### config.mk
export PLATFORM = sky130hd
export DESIGN_NAME = dsp_slice_arbiter_flat
export DESIGN_NICKNAME = d
export VERILOG_FILES = /design/src/rtl/dsp_ctrl_pkg.sv /design/src/rtl/dsp_slice_arbiter_if.sv /design/src/rtl/rr_arbiter.sv /design/src/rtl/dsp_slice_arbiter.sv /design/src/flat_wrapper.sv
export SDC_FILE = /design/constraint.sdc
export NUM_CORES = 1
export LEC_CHECK = 0
export ABC_AREA = 1
export CAP_MARGIN = 20
export CORE_AREA = 2 2 246 248
export DETAILED_ROUTE_END_ITERATION = 16
export DIE_AREA = 0 0 248 250
export GPL_TIMING_DRIVEN = 0
export SLEW_MARGIN = 5
export SYNTH_ARGS = -nofsm -noshare
export SYNTH_HDL_FRONTEND = slang
export SYNTH_HIERARCHICAL = 1
export SYNTH_SLANG_ARGS = --single-unit
### constraint.sdc
create_clock -name clk -period 3.2 [get_ports clk]
set_input_delay 0.64 -clock clk [delete_from_list [all_inputs] [get_ports clk]]
set_output_delay 0.64 -clock clk [all_outputs]
set_load 0.02 [all_outputs]
### src/rtl/dsp_ctrl_pkg.sv
// rtl/dsp_ctrl_pkg.sv - shared constants, tag type and index helper for the DSP slice arbiter
package dsp_ctrl_pkg;

  localparam int AW      = 18;
  localparam int CW      = 48;
  localparam int DSP_LAT = 4;

  // Wide enough for the largest supported requester count (8).
  localparam int TAG_IDW = 3;

  typedef struct packed {
    logic               v;
    logic [TAG_IDW-1:0] id;
  } tag_t;

  function automatic int rr_index(input int base, input int offset, input int n);
    return (base + offset) % n;
  endfunction

endpackage

### src/rtl/dsp_slice_arbiter_if.sv
// rtl/dsp_slice_arbiter_if.sv - requester operand channels and tagged result channel
interface dsp_slice_arbiter_if #(
  parameter int NREQ = 4,
  parameter int AW   = 18,
  parameter int CW   = 48,
  parameter int IDW  = $clog2(NREQ)
);

  logic [NREQ-1:0]    req_valid;
  logic [NREQ-1:0]    req_ready;
  logic [NREQ*AW-1:0] req_a;
  logic [NREQ*AW-1:0] req_b;
  logic [NREQ*AW-1:0] req_d;
  logic [NREQ*CW-1:0] req_c;

  logic               rsp_valid;
  logic [IDW-1:0]     rsp_id;
  logic [CW-1:0]      rsp_p;

  modport master (
    output req_valid, req_a, req_b, req_d, req_c,
    input  req_ready, rsp_valid, rsp_id, rsp_p
  );

  modport slave (
    input  req_valid, req_a, req_b, req_d, req_c,
    output req_ready, rsp_valid, rsp_id, rsp_p
  );

endinterface

### src/rtl/rr_arbiter.sv
// rtl/rr_arbiter.sv - combinational round-robin pick starting one past the last winner
module rr_arbiter #(
  parameter int NREQ = 4,
  parameter int IDW  = $clog2(NREQ)
) (
  input  logic [NREQ-1:0] req,
  input  logic [IDW-1:0]  ptr,
  input  logic            en,
  output logic [NREQ-1:0] gnt,
  output logic [IDW-1:0]  gnt_id,
  output logic            gnt_any
);

  import dsp_ctrl_pkg::*;

  int idx;

  always_comb begin
    gnt     = '0;
    gnt_id  = '0;
    gnt_any = 1'b0;
    idx     = 0;
    if (en) begin
      // Offsets 1..NREQ visit every requester once, the last winner last.
      for (int k = 1; k <= NREQ; k++) begin
        idx = rr_index(int'(ptr), k, NREQ);
        if (!gnt_any && req[idx]) begin
          gnt[idx] = 1'b1;
          gnt_id   = IDW'(idx);
          gnt_any  = 1'b1;
        end
      end
    end
  end

endmodule

### src/rtl/dsp_slice_arbiter.sv
// rtl/dsp_slice_arbiter.sv - shares one pipelined DSP slice among NREQ requesters,
// returning each result tagged with the requester that issued it
module dsp_slice_arbiter #(
  parameter int NREQ = 4,
  parameter int LAT  = dsp_ctrl_pkg::DSP_LAT,
  parameter int AW   = dsp_ctrl_pkg::AW,
  parameter int CW   = dsp_ctrl_pkg::CW,
  parameter int IDW  = $clog2(NREQ)
) (
  input  logic              clk,
  input  logic              rst,
  input  logic              en,
  dsp_slice_arbiter_if.slave bus,
  output logic [AW-1:0]     dsp_a,
  output logic [AW-1:0]     dsp_b,
  output logic [AW-1:0]     dsp_d,
  output logic [CW-1:0]     dsp_c,
  input  logic [CW-1:0]     dsp_p,
  output logic              busy,
  output logic [15:0]       issue_cnt
);

  import dsp_ctrl_pkg::*;

  logic [IDW-1:0]  ptr;
  logic [NREQ-1:0] gnt;
  logic [IDW-1:0]  gnt_id;
  logic            gnt_any;

  // tags[0] sits alongside the dsp_* registers; tags[LAT] lines up with dsp_p.
  tag_t tags [0:LAT];

  rr_arbiter #(
    .NREQ (NREQ),
    .IDW  (IDW)
  ) u_rr (
    .req     (bus.req_valid),
    .ptr     (ptr),
    .en      (en && !rst),
    .gnt     (gnt),
    .gnt_id  (gnt_id),
    .gnt_any (gnt_any)
  );

  // The arbiter only grants a valid requester, so any grant is an issue.
  assign bus.req_ready = gnt;

  always_ff @(posedge clk) begin
    if (rst) begin
      ptr           <= IDW'(NREQ - 1);
      dsp_a         <= '0;
      dsp_b         <= '0;
      dsp_d         <= '0;
      dsp_c         <= '0;
      issue_cnt     <= '0;
      bus.rsp_valid <= 1'b0;
      bus.rsp_id    <= '0;
      bus.rsp_p     <= '0;
      for (int k = 0; k <= LAT; k++) begin
        tags[k] <= '0;
      end
    end else begin
      if (gnt_any) begin
        ptr       <= gnt_id;
        dsp_a     <= bus.req_a[gnt_id*AW +: AW];
        dsp_b     <= bus.req_b[gnt_id*AW +: AW];
        dsp_d     <= bus.req_d[gnt_id*AW +: AW];
        dsp_c     <= bus.req_c[gnt_id*CW +: CW];
        tags[0]   <= '{v: 1'b1, id: TAG_IDW'(gnt_id)};
        issue_cnt <= issue_cnt + 16'd1;
      end else begin
        dsp_a   <= '0;
        dsp_b   <= '0;
        dsp_d   <= '0;
        dsp_c   <= '0;
        tags[0] <= '0;
      end
      for (int k = 1; k <= LAT; k++) begin
        tags[k] <= tags[k-1];
      end
      bus.rsp_valid <= tags[LAT].v;
      if (tags[LAT].v) begin
        bus.rsp_id <= tags[LAT].id[IDW-1:0];
        bus.rsp_p  <= dsp_p;
      end
    end
  end

  always_comb begin
    busy = bus.rsp_valid;
    for (int k = 0; k <= LAT; k++) begin
      busy = busy | tags[k].v;
    end
  end

endmodule

### src/flat_wrapper.sv
// flat-port wrapper written by rule: the top's interface ports become plain ports
module dsp_slice_arbiter_flat import dsp_ctrl_pkg::*;
#(
  parameter int NREQ = 4,
  parameter int LAT  = dsp_ctrl_pkg::DSP_LAT,
  parameter int AW   = dsp_ctrl_pkg::AW,
  parameter int CW   = dsp_ctrl_pkg::CW,
  parameter int IDW  = $clog2(NREQ)
)
  (clk, rst, en, dsp_a, dsp_b, dsp_d, dsp_c, dsp_p, busy, issue_cnt, bus_req_valid, bus_req_a, bus_req_b, bus_req_d, bus_req_c, bus_req_ready, bus_rsp_valid, bus_rsp_id, bus_rsp_p);
  dsp_slice_arbiter_if #(.NREQ(NREQ), .AW(AW), .CW(CW), .IDW(IDW)) bus_i ();
  input  logic clk;
  input  logic rst;
  input  logic en;
  output logic [AW-1:0] dsp_a;
  output logic [AW-1:0] dsp_b;
  output logic [AW-1:0] dsp_d;
  output logic [CW-1:0] dsp_c;
  input  logic [CW-1:0] dsp_p;
  output logic busy;
  output logic [15:0] issue_cnt;
  input wire logic [$bits(bus_i.req_valid)-1:0] bus_req_valid;
  input wire logic [$bits(bus_i.req_a)-1:0] bus_req_a;
  input wire logic [$bits(bus_i.req_b)-1:0] bus_req_b;
  input wire logic [$bits(bus_i.req_d)-1:0] bus_req_d;
  input wire logic [$bits(bus_i.req_c)-1:0] bus_req_c;
  output wire logic [$bits(bus_i.req_ready)-1:0] bus_req_ready;
  output wire logic [$bits(bus_i.rsp_valid)-1:0] bus_rsp_valid;
  output wire logic [$bits(bus_i.rsp_id)-1:0] bus_rsp_id;
  output wire logic [$bits(bus_i.rsp_p)-1:0] bus_rsp_p;
  assign bus_i.req_valid = bus_req_valid;
  assign bus_i.req_a = bus_req_a;
  assign bus_i.req_b = bus_req_b;
  assign bus_i.req_d = bus_req_d;
  assign bus_i.req_c = bus_req_c;
  assign bus_req_ready = bus_i.req_ready;
  assign bus_rsp_valid = bus_i.rsp_valid;
  assign bus_rsp_id = bus_i.rsp_id;
  assign bus_rsp_p = bus_i.rsp_p;
  dsp_slice_arbiter #(.NREQ(NREQ), .LAT(LAT), .AW(AW), .CW(CW), .IDW(IDW)) u_core (.clk(clk), .rst(rst), .en(en), .bus(bus_i), .dsp_a(dsp_a), .dsp_b(dsp_b), .dsp_d(dsp_d), .dsp_c(dsp_c), .dsp_p(dsp_p), .busy(busy), .issue_cnt(issue_cnt));
endmodule
==> flow_metrics.py <==
metrics = {
    "clock_network": {
        "clock-sinks": 186,
        "postCtsHoldBufs": 0,
        "cts.clk_slew.worst_paths_ns": 0.08,
        "cts-htree-levels": 4,
        "cts_tree": "built",
        "cts_buffers": 17,
        "worst_skew_pair.late_latency_ns": 0.50,
        "clockBufferDepth": 2,
        "cts_root_buffer": "clkbuf_16",
    },
    "pwr": {
        "ir_worst_vdd_v": 0.000343,
        "pwr-share-comb": 0.313,
        "switching_share": 0.323,
        "power_density_nw_per_um2": 410,
        "power.switching_mw": 2.28,
        "p_seq_frac": 0.358,
        "power_leakage_nw": 6.42,
        "clockPowerShare": 0.329,
        "internal-power_mw": 4.78,
        "power_mw": 7.06,
    },
    "timing": {
        "rsz0062_at_grt": "true",
        "hold_ws_ns": 0.482,
        "setup_viol": 0,
        "final.min_clock_period_ns": 3.05,
        "clock_skew_ns": 0.0186,
        "final_hold_viol_count": 0,
        "slew_headroom": 0.602,
        "tightest_slew_ns": 0.597,
        "slew_violations": 0,
        "finalCritPeriodShare": 0.954,
        "max_freq_ghz": 0.328,
    },
    "logic_synthesis": {
        "synth_warnings": 6,
        "synth-seq-cells": 186,
        "syn_area_per_cell_um2": 8.01,
        "synth_edf_count": 15,
        "syn_inst": 1123,
        "synth_area_um2": 9000,
        "ys_seq_area_frac": 0.431,
        "synth.top_cell.area_share": 0.381,
        "synth_ff_type": "dfxtp_1",
        "async_reset_ff_frac": 0,
        "yosys-top-cells-area": "dfxtp_1, mux2i_1, nor2_1",
        "ys_types": 38,
        "synth_top_cell_by_area": "dfxtp_1",
    },
    "layout": {
        "layout_common_cells": "clkdlybuf4s50_1, nor2_1, dfxtp_1",
        "area_delta_synth_final_pct": 91.2,
        "nets": 2270,
        "fill_cells": 6357,
        "multi_input_area_um2": 4660,
        "layout_commonest_cell": "clkdlybuf4s50_1",
        "layout.area.seq_um2": 3880,
        "drive_gt1_frac": 0.0834,
    },
    "place": {
        "hpwl_um": 42600,
        "gp_congestion": 0.939,
        "numPortBuffers": 636,
    },
    "worst_hold_path": {
        "hp-class": "reg2reg",
    },
    "drt": {
        "drt_first_pass_iters": 5,
        "ant_nets": 0,
        "wl_per_cell_um": 19.6,
        "drtIter0Drc": 575,
        "route.detailed.drc": 0,
        "wl_um": 51000,
        "vias": 10700,
        "post_drt_via_cell_ratio": 4.11,
    },
    "floorplanning": {
        "core_area_um2": 59600,
        "dieArea_um2": 62000,
        "ios": 637,
        "die_w_um": 248,
        "fp.dieH_um": 250,
        "row_count": 90,
        "start_util": 0.151,
    },
    "worst_setup_path": {
        "worstSetupPathType": "reg2out",
        "cp-end-kind": "output port",
        "cpPeakStageDelay_ns": 0.40,
        "cp_top_family": "simple AND/OR/NAND/NOR gates",
        "cp_slowest_cell": "dfxtp_4",
        "required_ns": 2.56,
        "worstPathMaxFanout": 7,
        "path_cells": "clkinvlp_4 > ha_4 > inv_1 > nand3_4 > nand2_4 > nor2_2 > a21oi_1 > nand3_1 > nand2_1 > inv_1 > clkdlybuf4s15_2",
        "arrival_ns": 2.41,
        "crit_top_cell": "inv_1",
        "startpoint_type": "flip-flop",
        "path_buf_inv": 4,
    },
    "global_routing": {
        "grt_pass1_wl_um": 71300,
        "grt_usage": 0.160,
        "antenna_found_initial": 6,
        "grt_pass1_vias": 10700,
        "grt_max_degree": 20,
        "grt_overflow": 0,
    },
    "outcome": {
        "outcome": "complete, no violations",
    },
    "run": {
        "cap_violations": 0,
    },
}
## power groups by stage
stage | logic [mW] | registers [mW] | clock network, mW
final | 2.21 | 2.53 | 2.32
after global routing | 2.36 | 2.55 | 2.53
after CTS | 2.19 | 2.54 | 2.42
after detailed placement | 2.16 | 2.59 | 0
after global placement | 2.14 | 2.58 | 0
after floorplan | 0.818 | 2.72 | 0
## metrics by stage
stage | worst slack (ns) | setup TNS (ns) | instance area (um^2) | instances | util
6_report | 0.147 | 0 | 17200 | 2597 | 0.289
5_1_grt | -0.0248 | -0.103 | 17200 | 2597 | 0.289
2_1_floorplan | 0.576 | 0 | 9050 | 1137 | -
3_3_place_gp | -0.769 | -60.93 | 16400 | 2555 | 0.275
3_5_place_dp | -0.797 | -64.85 | 16400 | 2555 | 0.275
4_1_cts | 0.0402 | 0 | 17100 | 2588 | 0.287
## final cells by class
| cell class | count | share of cell area |
|---|---|---|
| repair buffers | 642 | 0.372 |
| multi-input cells | 827 | 0.271 |
| flip-flops and latches | 186 | 0.226 |
| well taps | 782 | 0.0569 |
| plain buffers | 77 | 0.0266 |
| clock buffers | 17 | 0.0247 |
| clock inverters | 15 | 0.0116 |
| inverters | 47 | 0.0108 |
| diodes | 4 | 0.000582 |
## worst reg2reg max path, stage by stage (launching register included)
cell	delay [ns]
dfxtp_4	0.40
clkinvlp_4	0.12
ha_4	0.31
inv_1	0.08
nand3_4	0.12
nand2_4	0.07
nor2_4	0.13
nand2_1	0.10
o21ai_1	0.24
nor2_2	0.10
buf_4	0.19
inv_2	0.15
buf_1	0.40
o21ai_0	0.29
a21oi_1	0.24
## synthesized netlist by cell type (2+ instances only)
cell type / n
a21boi_0: 4
a21oi_1: 59
buf_1: 4
buf_2: 25
buf_4: 17
buf_6: 6
clkbuf_1: 24
dfxtp_1: 171
edfxtp_1: 15
ha_1: 9
inv_1: 39
inv_2: 6
mux2i_1: 118
nand2_1: 53
nand2_2: 12
nand3_1: 24
nand4_1: 7
nor2_1: 310
nor2_2: 2
nor2_4: 2
nor3_1: 4
o21ai_0: 121
o21ai_1: 18
o22ai_1: 49
o22ai_2: 10
xnor2_1: 2
## flip-flops by register name, indices dropped and copies added (netlist names)
| register | count |
|---|---|
| u_core/bus.rsp_id | 2 |
| u_core/bus.rsp_p | 48 |
| u_core/dsp_a | 18 |
| u_core/bus.rsp_valid | 1 |
| u_core/issue_cnt | 16 |
| u_core/dsp_c | 48 |
| u_core/ptr | 2 |
| u_core/tags | 15 |
| u_core/dsp_b | 18 |
| u_core/dsp_d | 18 |
## timing repair
action                     4_1_cts  5_1_grt
setup buffers                    1        5
pin swaps                        1        0
setup endpoints to repair      110       80
gates resized for setup         41       14
## worst paths after layout
kind / from / endpoint / slack (ns) / cells after the start
hold reg to reg: u_core/tags[0][16] / u_core/bus.rsp_id[0] / 0.48 / 2
hold / removal: u_core/tags[0][16] / u_core/bus.rsp_id[0] / 0.48 / 2
setup / recovery: u_core/ptr[1] / bus_req_ready[2] / 0.15 / 11
setup reg to reg: u_core/ptr[1] / u_core/dsp_c[11] / 0.18 / 14
## routing by layer
metal / routed length (um) / vias to the layer above / track usage / share of wire
met5: 27 / - / 0 / 0.00053
li1: - / 5139 / - / -
met1: 20300 / 4950 / 0.183 / 0.40
met3: 3710 / 66 / 0.0415 / 0.073
met4: 1610 / 4 / 0.0630 / 0.032
met2: 25300 / 508 / 0.282 / 0.50
## cells by family after synthesis
family	Yosys count	synth area share
adder cells (fa/ha/maj)	9	0.0125
multiplexers	118	0.131
AND/OR/NAND/NOR	418	0.191
buffers and inverters	124	0.0677
flip-flops	186	0.431
other	1	0.000417
XOR/XNOR	3	0.00292
AO/OA/AOI/OAI	264	0.164
(Power assumes the default switching activity.)
==> RTL change (same settings) <==
`DSP_LAT`: 4 -> 5.
--- a/src/rtl/dsp_ctrl_pkg.sv
+++ b/src/rtl/dsp_ctrl_pkg.sv
@@ -3,7 +3,7 @@
 
   localparam int AW      = 18;
   localparam int CW      = 48;
-  localparam int DSP_LAT = 4;
+  localparam int DSP_LAT = 5;
 
   // Wide enough for the largest supported requester count (8).
   localparam int TAG_IDW = 3;
Behaviour: same outputs for any inputs over 4 cycles, from zero or initial values and one cycle with rst high; that may be too few to reach the edited logic, so the function may still have changed.
==> RTL change against the original RTL <==
Fmax increased by 0.71%; non-clock buffer count increased by 20; combinational power decreased by 9.5%; wire length increased by 9.7%; worst hold slack got worse by 0.086 ns; cell area about the same; sequential cell count increased by 3; cell count increased by 9.5%; worst setup slack improved by 0.022 ns; total power decreased by 5.0%; area after synthesis increased by 1.6%; critical path type is now flip-flop to flip-flop.
==> RTL change: results (changes against the original RTL) <==
stage	metric	value	unit	change
worst_hold_path	hold_class	flip-flop to flip-flop		
critical_path	cp_max_fo	10		+3
critical_path	slowest_delay	0.37	ns	-0.03 ns
placement	dpl_cell_area	16500	um2	+0.52%
grt	antenna_found_initial	4		-2
layout	post_route_cells_drive_above_1_share	7.00	%	-1.3 points
outcome	status	finished clean		
power_and_ir_drop	power.leakage	6.70	nW	+4.4%
logic_synthesis	syn_nets	1858		
placement	place_hpwl	45.2	mm	+6.0%
grt	grt.total_usage	17.4	%	+1.4 points
timing	worstMarginPinSlew	0.616	ns	+0.0187 ns
clocking	cts-buffers-inserted	17		unchanged
timing	finClkSkew	0.0158	ns	-0.00287 ns
clocking	clk_latency	0.48	ns	-0.02 ns
grt	first_global_vias	11600		+8.6%
clocking	root_buffer	clkbuf_16		
placement	portBuffers	635		-0.16%
layout	top_regs	u_core/bus.rsp_p (48), u_core/dsp_c (48)		
drt	drtPass1Iterations	5		unchanged
logic_synthesis	synthTopCellsByCount	nor2_1 (551), dfxtp_1 (189), o21ai_1 (141)		
clocking	htreeDepth	4		unchanged
drt	wl_per_cell	19.7	um	+0.21%
logic_synthesis	yosys_warnings	6		unchanged
drt	vias_per_cell	4.13		+0.61%
placement	routabilityCongestion	0.901		-4.0%
logic_synthesis	synth_cells	1386		+23%
power_and_ir_drop	vdd_ir_drop_max	0.391	mV	+14%
logic_synthesis	synth_cell_type_count	33		-13%
logic_synthesis	ys_seq_area_share	41.4	%	-1.7 points
logic_synthesis	synth_area_leaders	dfxtp_1 (41%), nor2_1 (23%), o21ai_1 (7.7%)		
grt	grt_first_pass_wirelength	76.8	mm	+7.7%
critical_path	cp_slowest_cell	dfxtp_4		
clocking	clk_pin_slew	0.08	ns	about the same
grt	grt_max_degree	20		unchanged
drt	routed_wl	55.9	mm	+9.7%
logic_synthesis	ys_async_sr_fraction	0	%	unchanged
drt	drt_iter0_markers	694		+21%
clocking	clock_path_buffers	2		unchanged
placement	dp_cells	2803		+9.7%
layout	final_nets	2517		+11%
critical_path	critPathArrivalTime	3.41	ns	+1.00 ns
RTL change: cell count changes after synthesis, sizes merged, moves of 18 or more:
cell / unedited run / this run
nor2: 315 / 555
mux2i: 118 / 0
dfxtp: 171 / 189
a21oi: 59 / 119
o21ai: 139 / 262
o22ai: 59 / 0
RTL change: final timing paths:
check | to | startpoint | slack (ns) | cells after the start
setup / recovery | u_core/dsp_c[38] | u_core/ptr[0] | 0.17 | 15
hold / removal | u_core/tags[4][1] | u_core/tags[3][1] | 0.40 | 2
setup reg to reg | u_core/dsp_c[38] | u_core/ptr[0] | 0.17 | 15
hold reg to reg | u_core/tags[4][1] | u_core/tags[3][1] | 0.40 | 2
RTL change: logic make-up after synthesis:
kind of cell	count (synthesis)	synth area share [%]
DFF	189	41.4
and+or+nand+nor	649	27.9
xor gates and xnor gates	2	0.192
adders and majority gates	9	1.23
buffers and inverters	149	7.84
AOI/OAI and AO/OA	388	21.4
RTL change: final cells by class:
class | instances | area [um2]
Antenna cell | 3 | 7.51
Buffer | 99 | 582
Clock buffer | 18 | 429
Clock inverter | 14 | 165
Fill cell | 6528 | 42400
Inverter | 50 | 194
Multi-Input combinational cell | 1048 | 4680
Sequential cell | 189 | 3790
Tap cell | 782 | 978
Timing Repair Buffer | 640 | 6380
RTL change: stage by stage:
step	utilization (%)	TNS, ns	setup WS [ns]
global route	28.9	-0.000870	-0.000870
detailed placement	27.7	-58.37	-0.848
finish	28.9	0	0.168
floorplan	-	0	0.625
CTS	28.8	0	0.0174
global placement	27.7	-56.10	-0.831
RTL change: repair_timing:
action,CTS,global route
gates resized for setup,30,21
setup buffers,3,2
endpoints found under the setup margin,110,55
gates cloned,0,0
RTL change: layer usage:
metal  wire [um]  track usage (%)  up-vias
met5          37                0        -
met4        2050             7.19        6
met3        5240             5.80       89
met2       27000             30.3      570
met1       21600             19.3     5273
li1            -                -     5811
RTL change: critical path: cells and delay by family (launching register included):
| kind | cells | cell delay, ns |
|---|---|---|
| adder cells (fa/ha/maj) | 1 | 0.32 |
| AND/OR/NAND/NOR | 5 | 0.74 |
| flip-flops | 1 | 0.37 |
| buffers and inverters | 5 | 0.80 |
| AO/OA/AOI/OAI | 4 | 0.65 |
RTL change: power breakdown:
part	switching [W]	leakage [nW]	internal, W
Combinational	0.00105	4.88	0.000951
Clock	0.00115	0.287	0.00112
Sequential	0.0000253	1.53	0.00242
Total	0.00222	6.70	0.00449
